==> src/rtl/pfd_walk_filter.sv <==
// Three-state phase/frequency detector with random-walk vote filter for an ADPLL.
// Emits one-cycle UP/DN corrections plus the last phase error and a lock flag.
module pfd_walk_filter #(
  parameter int SYNC_STAGES = 2,
  parameter int FILT_N      = 8,
  parameter int TIMEOUT     = 255,
  parameter int LOCK_TOL    = 1,
  parameter int LOCK_CNT    = 16
) (
  input  logic       clk,
  input  logic       reset,
  input  logic       enable,
  input  logic       ref_in,
  input  logic       fb_in,
  output logic       UP,
  output logic       DN,
  output logic [7:0] err_width,
  output logic       lead,
  output logic       lag,
  output logic       lock
);

  typedef enum logic [1:0] {IDLE, LEAD, LAG} state_t;

  localparam logic [7:0]        TIMEOUT_W  = 8'(TIMEOUT);
  localparam logic [7:0]        LOCK_TOL_W = 8'(LOCK_TOL);
  localparam logic [7:0]        LOCK_CNT_W = 8'(LOCK_CNT);
  localparam logic signed [4:0] WALK_LIM   = 5'(FILT_N - 1);

  function automatic logic [7:0] sat_inc8(input logic [7:0] x);
    return (x == 8'hFF) ? x : x + 8'd1;
  endfunction

  logic [SYNC_STAGES-1:0] sync_ref_q, sync_ref_d, sync_fb_q, sync_fb_d;
  logic                   dly_ref_q, dly_fb_q;
  logic                   rise_ref, rise_fb;

  state_t            state_q, state_d;
  logic [7:0]        err_cnt_q, err_cnt_d;
  logic signed [4:0] walk_q, walk_d;
  logic [7:0]        lock_cnt_q, lock_cnt_d;
  logic [7:0]        err_width_q, err_width_d;
  logic              lead_q, lead_d, lag_q, lag_d;
  logic              up_q, up_d, dn_q, dn_d, lock_q, lock_d;

  logic              done, tmo;
  logic [7:0]        width;
  logic signed [1:0] vote;

  // Stage 0: input synchronizers and edge detect (free-running)
  always_comb begin
    sync_ref_d = {sync_ref_q[SYNC_STAGES-2:0], ref_in};
    sync_fb_d  = {sync_fb_q[SYNC_STAGES-2:0], fb_in};
  end

  assign rise_ref = sync_ref_q[SYNC_STAGES-1] & ~dly_ref_q;
  assign rise_fb  = sync_fb_q[SYNC_STAGES-1] & ~dly_fb_q;

  // Stage 1: phase detector, walk filter and lock tracking
  always_comb begin
    state_d     = state_q;
    err_cnt_d   = err_cnt_q;
    walk_d      = walk_q;
    lock_cnt_d  = lock_cnt_q;
    err_width_d = err_width_q;
    lead_d      = lead_q;
    lag_d       = lag_q;
    lock_d      = lock_q;
    up_d        = 1'b0;
    dn_d        = 1'b0;
    done        = 1'b0;
    tmo         = 1'b0;
    width       = 8'd0;
    vote        = 2'sd0;

    if (!enable) begin
      state_d    = IDLE;
      err_cnt_d  = 8'd0;
      walk_d     = 5'sd0;
      lock_cnt_d = 8'd0;
      lock_d     = 1'b0;
      lead_d     = 1'b0;
      lag_d      = 1'b0;
    end else begin
      case (state_q)
        IDLE: begin
          if (rise_ref && rise_fb) begin
            done   = 1'b1;
            lead_d = 1'b0;
            lag_d  = 1'b0;
          end else if (rise_ref) begin
            state_d   = LEAD;
            err_cnt_d = 8'd1;
          end else if (rise_fb) begin
            state_d   = LAG;
            err_cnt_d = 8'd1;
          end
        end
        LEAD: begin
          if (rise_fb) begin
            done   = 1'b1;
            width  = err_cnt_q;
            vote   = 2'sd1;
            lead_d = 1'b1;
            lag_d  = 1'b0;
            // A ref edge coinciding with the closing edge opens the next comparison
            state_d   = rise_ref ? LEAD : IDLE;
            err_cnt_d = rise_ref ? 8'd1 : 8'd0;
          end else if (err_cnt_q == TIMEOUT_W) begin
            done      = 1'b1;
            tmo       = 1'b1;
            width     = TIMEOUT_W;
            vote      = 2'sd1;
            lead_d    = 1'b1;
            lag_d     = 1'b0;
            state_d   = IDLE;
            err_cnt_d = 8'd0;
          end else begin
            err_cnt_d = err_cnt_q + 8'd1;
          end
        end
        LAG: begin
          if (rise_ref) begin
            done      = 1'b1;
            width     = err_cnt_q;
            vote      = -2'sd1;
            lead_d    = 1'b0;
            lag_d     = 1'b1;
            state_d   = rise_fb ? LAG : IDLE;
            err_cnt_d = rise_fb ? 8'd1 : 8'd0;
          end else if (err_cnt_q == TIMEOUT_W) begin
            done      = 1'b1;
            tmo       = 1'b1;
            width     = TIMEOUT_W;
            vote      = -2'sd1;
            lead_d    = 1'b0;
            lag_d     = 1'b1;
            state_d   = IDLE;
            err_cnt_d = 8'd0;
          end else begin
            err_cnt_d = err_cnt_q + 8'd1;
          end
        end
        default: state_d = IDLE;
      endcase

      if (done) begin
        err_width_d = width;
        if (vote > 2'sd0) begin
          if (walk_q == WALK_LIM) begin
            walk_d = 5'sd0;
            up_d   = 1'b1;
          end else begin
            walk_d = walk_q + 5'sd1;
          end
        end else if (vote < 2'sd0) begin
          if (walk_q == -WALK_LIM) begin
            walk_d = 5'sd0;
            dn_d   = 1'b1;
          end else begin
            walk_d = walk_q - 5'sd1;
          end
        end
        if (!tmo && (width <= LOCK_TOL_W)) begin
          lock_cnt_d = sat_inc8(lock_cnt_q);
          lock_d     = (lock_cnt_d >= LOCK_CNT_W);
        end else begin
          lock_cnt_d = 8'd0;
          lock_d     = 1'b0;
        end
      end
    end
  end

  always_ff @(posedge clk or posedge reset) begin
    if (reset) begin
      sync_ref_q  <= '0;
      sync_fb_q   <= '0;
      dly_ref_q   <= 1'b0;
      dly_fb_q    <= 1'b0;
      state_q     <= IDLE;
      err_cnt_q   <= 8'd0;
      walk_q      <= 5'sd0;
      lock_cnt_q  <= 8'd0;
      err_width_q <= 8'd0;
      lead_q      <= 1'b0;
      lag_q       <= 1'b0;
      up_q        <= 1'b0;
      dn_q        <= 1'b0;
      lock_q      <= 1'b0;
    end else begin
      sync_ref_q  <= sync_ref_d;
      sync_fb_q   <= sync_fb_d;
      dly_ref_q   <= sync_ref_q[SYNC_STAGES-1];
      dly_fb_q    <= sync_fb_q[SYNC_STAGES-1];
      state_q     <= state_d;
      err_cnt_q   <= err_cnt_d;
      walk_q      <= walk_d;
      lock_cnt_q  <= lock_cnt_d;
      err_width_q <= err_width_d;
      lead_q      <= lead_d;
      lag_q       <= lag_d;
      up_q        <= up_d;
      dn_q        <= dn_d;
      lock_q      <= lock_d;
    end
  end

  assign UP        = up_q;
  assign DN        = dn_q;
  assign err_width = err_width_q;
  assign lead      = lead_q;
  assign lag       = lag_q;
  assign lock      = lock_q;

endmodule
==> config.mk <==
export PLATFORM = sky130hd
export DESIGN_NAME = pfd_walk_filter
export DESIGN_NICKNAME = d
export VERILOG_FILES = /design/src/rtl/pfd_walk_filter.sv
export SDC_FILE = /design/constraint.sdc
export NUM_CORES = 1
export LEC_CHECK = 0
export BUFFER_PORTS_ARGS = -buffer_cell sky130_fd_sc_hd__buf_2
export CAP_MARGIN = 20
export CORE_ASPECT_RATIO = 1.4
export CORE_MARGIN = 2
export CORE_UTILIZATION = 40
export CTS_CLUSTER_DIAMETER = 60
export DETAILED_ROUTE_END_ITERATION = 10
export GPL_TIMING_DRIVEN = 0
export HOLD_SLACK_MARGIN = 0.03
export SYNTH_ARGS = -nofsm -noshare
export SYNTH_HDL_FRONTEND = slang
export SYNTH_SLANG_ARGS = --single-unit
==> constraint.sdc <==
create_clock -name clk -period 4.38 [get_ports clk]
set_input_delay 0.438 -clock clk [delete_from_list [all_inputs] [get_ports clk]]
set_output_delay 0.438 -clock clk [all_outputs]
set_load 0.005 [all_outputs]
After elaboration in Yosys (flattened, before gate mapping)
Index checks and enable logic that the tools add are counted.

Reductions and logical operators: 9. Shifts and indexed selects: 0. Equal/unequal tests: 14. $lt $le $gt $ge: 4. $mul: 0. Add/subtract/negate cells: 4. Muxes and demuxes: 74. Divide/modulo/power cells: 0. Bitwise operators: 4.

Operator list (count): $mux 8 (15); $mux 1 (34); $mux 5 (6); $pmux 8 s3 (1); $mux 2 (11); $add 8x1->8 const B (2); $eq 8x8->1 const B (2); $pmux 8 s2 (1); $ne 4x4->1 const B (3); $eq 5x4->1 const B (2); $pmux 1 s3 (3); $ge 8x5->1 const B (1); $le 8x1->1 const B (1); $ne 3x3->1 const B (2); $pmux 2 s3 (1); $reduce_and 2->1 (3); $add 5x2->5 const B (1); $sub 5x2->5 const B (1); $ne 4x1->1 const B (1); $pmux 2 s2 (1); $reduce_and 4->1 (1); $ne 3x1->1 const B (1); $reduce_and 3->1 (1); $and 1x1->1 (2); other kinds (10) (12).

Bits in registers: 42. ROM bits: 0. Bits in latches: 0. Memories kept: 0. Logic and storage cells: 123. Bits in writable memories: 0. Input port bits: 5. Output and inout port bits: 13.

Longest topological paths before layout
Word-level depth: 10. Gate-level depth with buffers: 9. Depth with buffers taken out: 7.

Worst setup path after synthesis
Ideal clock, no wire load.

Path type: reg-to-reg. Start: reg state_q[0]. End: reg err_width_q[1] (netlist: err_width[1]). Clock period less this slack: 1.938 ns. Library setup time: 0.125 ns. Slack: 2.442 ns. Path buffers: 1. Arrival: 1.813 ns. Cell stages (with the launch flop): 9. Required time: 4.255 ns. Cells stage by stage: dfrtp_1 > inv_1 > ha_1 > buf_6 > and3b_4 > a21o_4 > o21ai_0 > o21bai_1 > mux2_4.

Longest elaborated chain between the ends: 4. Elaborated cells between the ends (all ways): 8. Classes of those cells: 2 x eq/ne; 4 x mux; 2 x reduce/logical.

Ends and longest elaborated chain: from (decl) (line 38) `state_t state_q, state_d;`; from (signal assigned) (line 196) `state_q <= state_d;`; $eq 2x2->1, or another cell as far along (line 85) `case (state_q)`; $pmux 1 s3 (line 85); $mux 1 (line 76) `if (!enable) begin`; $reduce_and 2->1 (no source line); to (signal assigned) (line 200) `err_width_q <= err_width_d;`; to (decl) (line 42) `logic [7:0] err_width_q, err_width_d;`.

Several ways; a longest one is shown, not always the timed one. The select of a mux whose other input is x is not followed. A chain may end at the register's enable or synchronous reset.

Worst setup path after layout
Ends and elaborated chain as after synthesis.

==> impl_metrics.py <==
metrics = {
    "drt": {
        "drc_errors": 0,
        "ant_nets": 0,
        "vias_per_cell": 5.761,
        "firstDrtPassIters": 4,
        "routed_wl_um": 6651,
        "drt_iter0_drc": 153,
        "wl_per_cell_um": 15.76,
        "vias": 2431,
    },
    "setup_path": {
        "cp_cell_sequence": "inv_1 -> ha_1 -> buf_6 -> nor2_1 -> nor3_1 -> o21ai_0 -> o21bai_1 -> mux2_4",
        "cpMaxStageDelayCell": "o21ai_0",
        "path_max_fanout": 10,
        "max_stage_delay_ns": 0.46,
        "path_delay_family": "compound AO/OA/AOI/OAI gates",
        "reg2reg_depth": 8,
        "crit_path_start_kind": "flop",
        "reg2reg_slack_ns": 2.14,
        "critPathRequiredTime_ns": 4.57,
        "crit_cells": 8,
        "criticalPathCategory": "reg -> reg",
        "cp_num_buf_inv": 2,
        "cp.arrival_ns": 2.43,
        "cp-end-kind": "flop",
    },
    "synthesis": {
        "postSynthCellCount": 301,
        "synth_seq_cells": 42,
        "ys_warn_count": 0,
        "synth_cell_type_count": 68,
        "synth_nets": 315,
        "yosysSeqAreaShare": 0.3763,
        "syn_area_um2": 2793,
        "synthArstFlopShare": 1.000,
        "ys.flop_type": "dfrtp_1",
        "synth_edf_count": 0,
        "syn_area_per_cell_um2": 9.278,
    },
    "global_routing": {
        "antenna_found_initial": 0,
        "overflow": 0,
        "grt_pass1_vias": 2348,
        "track_usage": 0.1898,
        "grt_max_degree": 26,
        "grt_pass1_wl_um": 11390,
    },
    "outcome": {
        "status": "completed",
    },
    "die": {
        "fp-row-count": 36,
        "coreArea_um2": 6847,
        "die-area_um2": 7676,
        "ios": 18,
        "start_util": 0.4079,
        "die_w_um": 74.62,
        "die-height_um": 102.9,
    },
    "timing": {
        "finalSetupTns_ns": 0,
        "setup_slack_ns": 2.138,
        "tightest_slew_ns": 0.5247,
        "rsz0062_at_grt": "false",
        "setup_viol": 0,
        "fin_skew_ns": 0.002423,
        "min_period_ns": 2.242,
        "whs_ns": 0.1174,
        "max_freq_mhz": 446.1,
        "finalHoldViolCount": 0,
        "drv_slew": 0,
        "relSlewSlack": 0.6465,
        "period_share": 0.5118,
    },
    "power": {
        "swShare": 0.3459,
        "internal_power_w": 0.0006916,
        "pwr-share-clk": 0.290,
        "p_seq_frac": 0.412,
        "combPwrFrac": 0.298,
        "ir_drop_mv": 0.1675,
        "power_density_nw_per_um2": 338.3,
        "leakage_nw": 1.349,
        "switchingPower_w": 0.0003658,
    },
    "clocking": {
        "cts.clk_slew.worst_paths_ns": 0.08,
        "cts_resized": 0,
        "htreeDepth": 2,
        "ctsHoldBuffers": 0,
        "clock_latency_ns": 0.30,
        "numClockSinks": 42,
        "cts_tree": "done",
        "cts_buffers": 5,
        "clk_root_buffer_cell": "clkbuf_8",
        "max-clock-path-buffers": 2,
        "postCtsSetupRepairBufs": 0,
    },
    "place": {
        "place_area_um2": 3017,
        "gp_congestion": 0.8299,
        "port_buffers": 17,
        "pre_cts_ws_ns": 2.184,
        "dpl.hpwl_um": 4972,
    },
    "finish": {
        "syn_to_final_growth_pct": 11.92,
        "n_antenna_cell": 0,
        "final_cell_mix": "dfrtp_1 (42), buf_2 (21), o21ai_0 (20), nand2_1 (19), inv_1 (18)",
        "seqCellArea_um2": 1051,
        "layout_commonest_cell": "dfrtp_1",
        "multi_input_area_um2": 1582,
        "drive_above_1_share": 0.1927,
        "utilization": 0.4565,
        "postLayoutCellArea_um2": 3126,
        "fill_cells": 707,
        "final_nets": 340,
    },
    "run": {
        "maxCapViolCount": 0,
    },
    "min_path": {
        "hold_class": "in -> async",
    },
}
synthesized netlist by cell type, drive strengths merged (2+ instances only):
master  count  area [µm²]
and3        6       38.79
a21oi      20       118.9
nand3      15       80.08
a21boi      2       15.02
or3         4       25.02
a211oi      3       22.52
a41oi       3       26.28
o41ai       2       17.52
o21bai      2       15.01
nor2       12       47.55
o21ai      22       125.1
clkbuf      7       27.52
inv        19       71.32
o22ai       3       18.77
nand2      20       82.58
a31o        4       35.03
nor2b       7       43.79
a22oi       2       20.02
buf         8       61.31
mux2        4       60.06
o21a        5       45.04
o31ai       8       60.06
and4        4       36.29
mux2i       5       50.05
ha          9       112.6
nor4        3       18.77
nor3b       2       15.01
a21o        5       45.04
a31oi       8       50.05
o211ai      3       22.52
and2        3       18.77
xnor2       4       42.55
dfrtp      42        1051
nand2b      3       18.77
nor3        9       45.04
nand4       9       71.32
layout make-up:
class                           count  share of cell area
Clock buffer                        5             0.02202
Multi-Input combinational cell    225              0.5060
Buffer                             15             0.02842
Sequential cell                    42              0.3363
Inverter                           19             0.02282
Tap cell                           95             0.03803
Clock inverter                      3             0.01281
Timing Repair Buffer               18             0.03363
metrics by stage:
step                      cells  total power, W
after floorplan             301       0.0006754
after global placement      413       0.0007492
after detailed placement    414       0.0007549
after CTS                   422        0.001070
after global routing        422        0.001131
final                       422        0.001057
worst register-to-register path, delay by kind of cell (launching register included):
family                   cells  cell delay (ns)
flip-flops                   1             0.40
adder cells (fa/ha/maj)      1             0.23
AND/OR/NAND/NOR              2             0.43
buffers and inverters        2             0.23
AO/OA/AOI/OAI                2             0.57
multiplexers                 1             0.27
layer usage:
metal  wire (µm)  track usage  up-vias
met3         247      0.03226       14
met4         150      0.07830        0
met5           0            0        -
met2        3307       0.3165       53
li1            -            -     1179
met1        2945       0.2407     1185
cell families (layout without fill, tap and decap cells):
family / count (synthesis) / count (layout) / share of synthesized area
and+or+nand+nor: 101 / 101 / 0.2070
xor gates and xnor gates: 4 / 4 / 0.01524
muxes: 9 / 9 / 0.03943
adders and majority gates: 9 / 9 / 0.04032
AOI/OAI and AO/OA: 102 / 102 / 0.2643
DFF: 42 / 42 / 0.3763
buffers and inverters: 34 / 60 / 0.05735
power groups by stage:
stage                     sequential (W)  clock (W)  combinational [W]
after floorplan                 0.000436          0           0.000240
after global placement          0.000442          0           0.000307
after global routing            0.000441   0.000340           0.000350
after CTS                       0.000435   0.000322           0.000313
final                           0.000435   0.000307           0.000315
after detailed placement        0.000443          0           0.000312
worst paths after layout:
check                              startpoint             to
worst min register to register  sync_ref_q[0]  sync_ref_q[1]
min in group clk                        fb_in   sync_fb_q[0]
worst min-delay path                    reset      walk_q[1]
worst max register to register     state_q[0]   err_width[1]
max in group asynchronous               reset   err_cnt_q[5]
worst max-delay path               state_q[0]   err_width[1]
registers in the layout, summed over array words and instances, names as in the netlist:
register	flops
err_cnt_q	8
walk_q	5
lock	1
sync_fb_q	2
dly_ref_q	1
lock_cnt_q	8
lag	1
lead	1
DN	1
err_width	8
UP	1
sync_ref_q	2
dly_fb_q	1
state_q	2
Note: power is estimated with default switching activity, not from simulation.
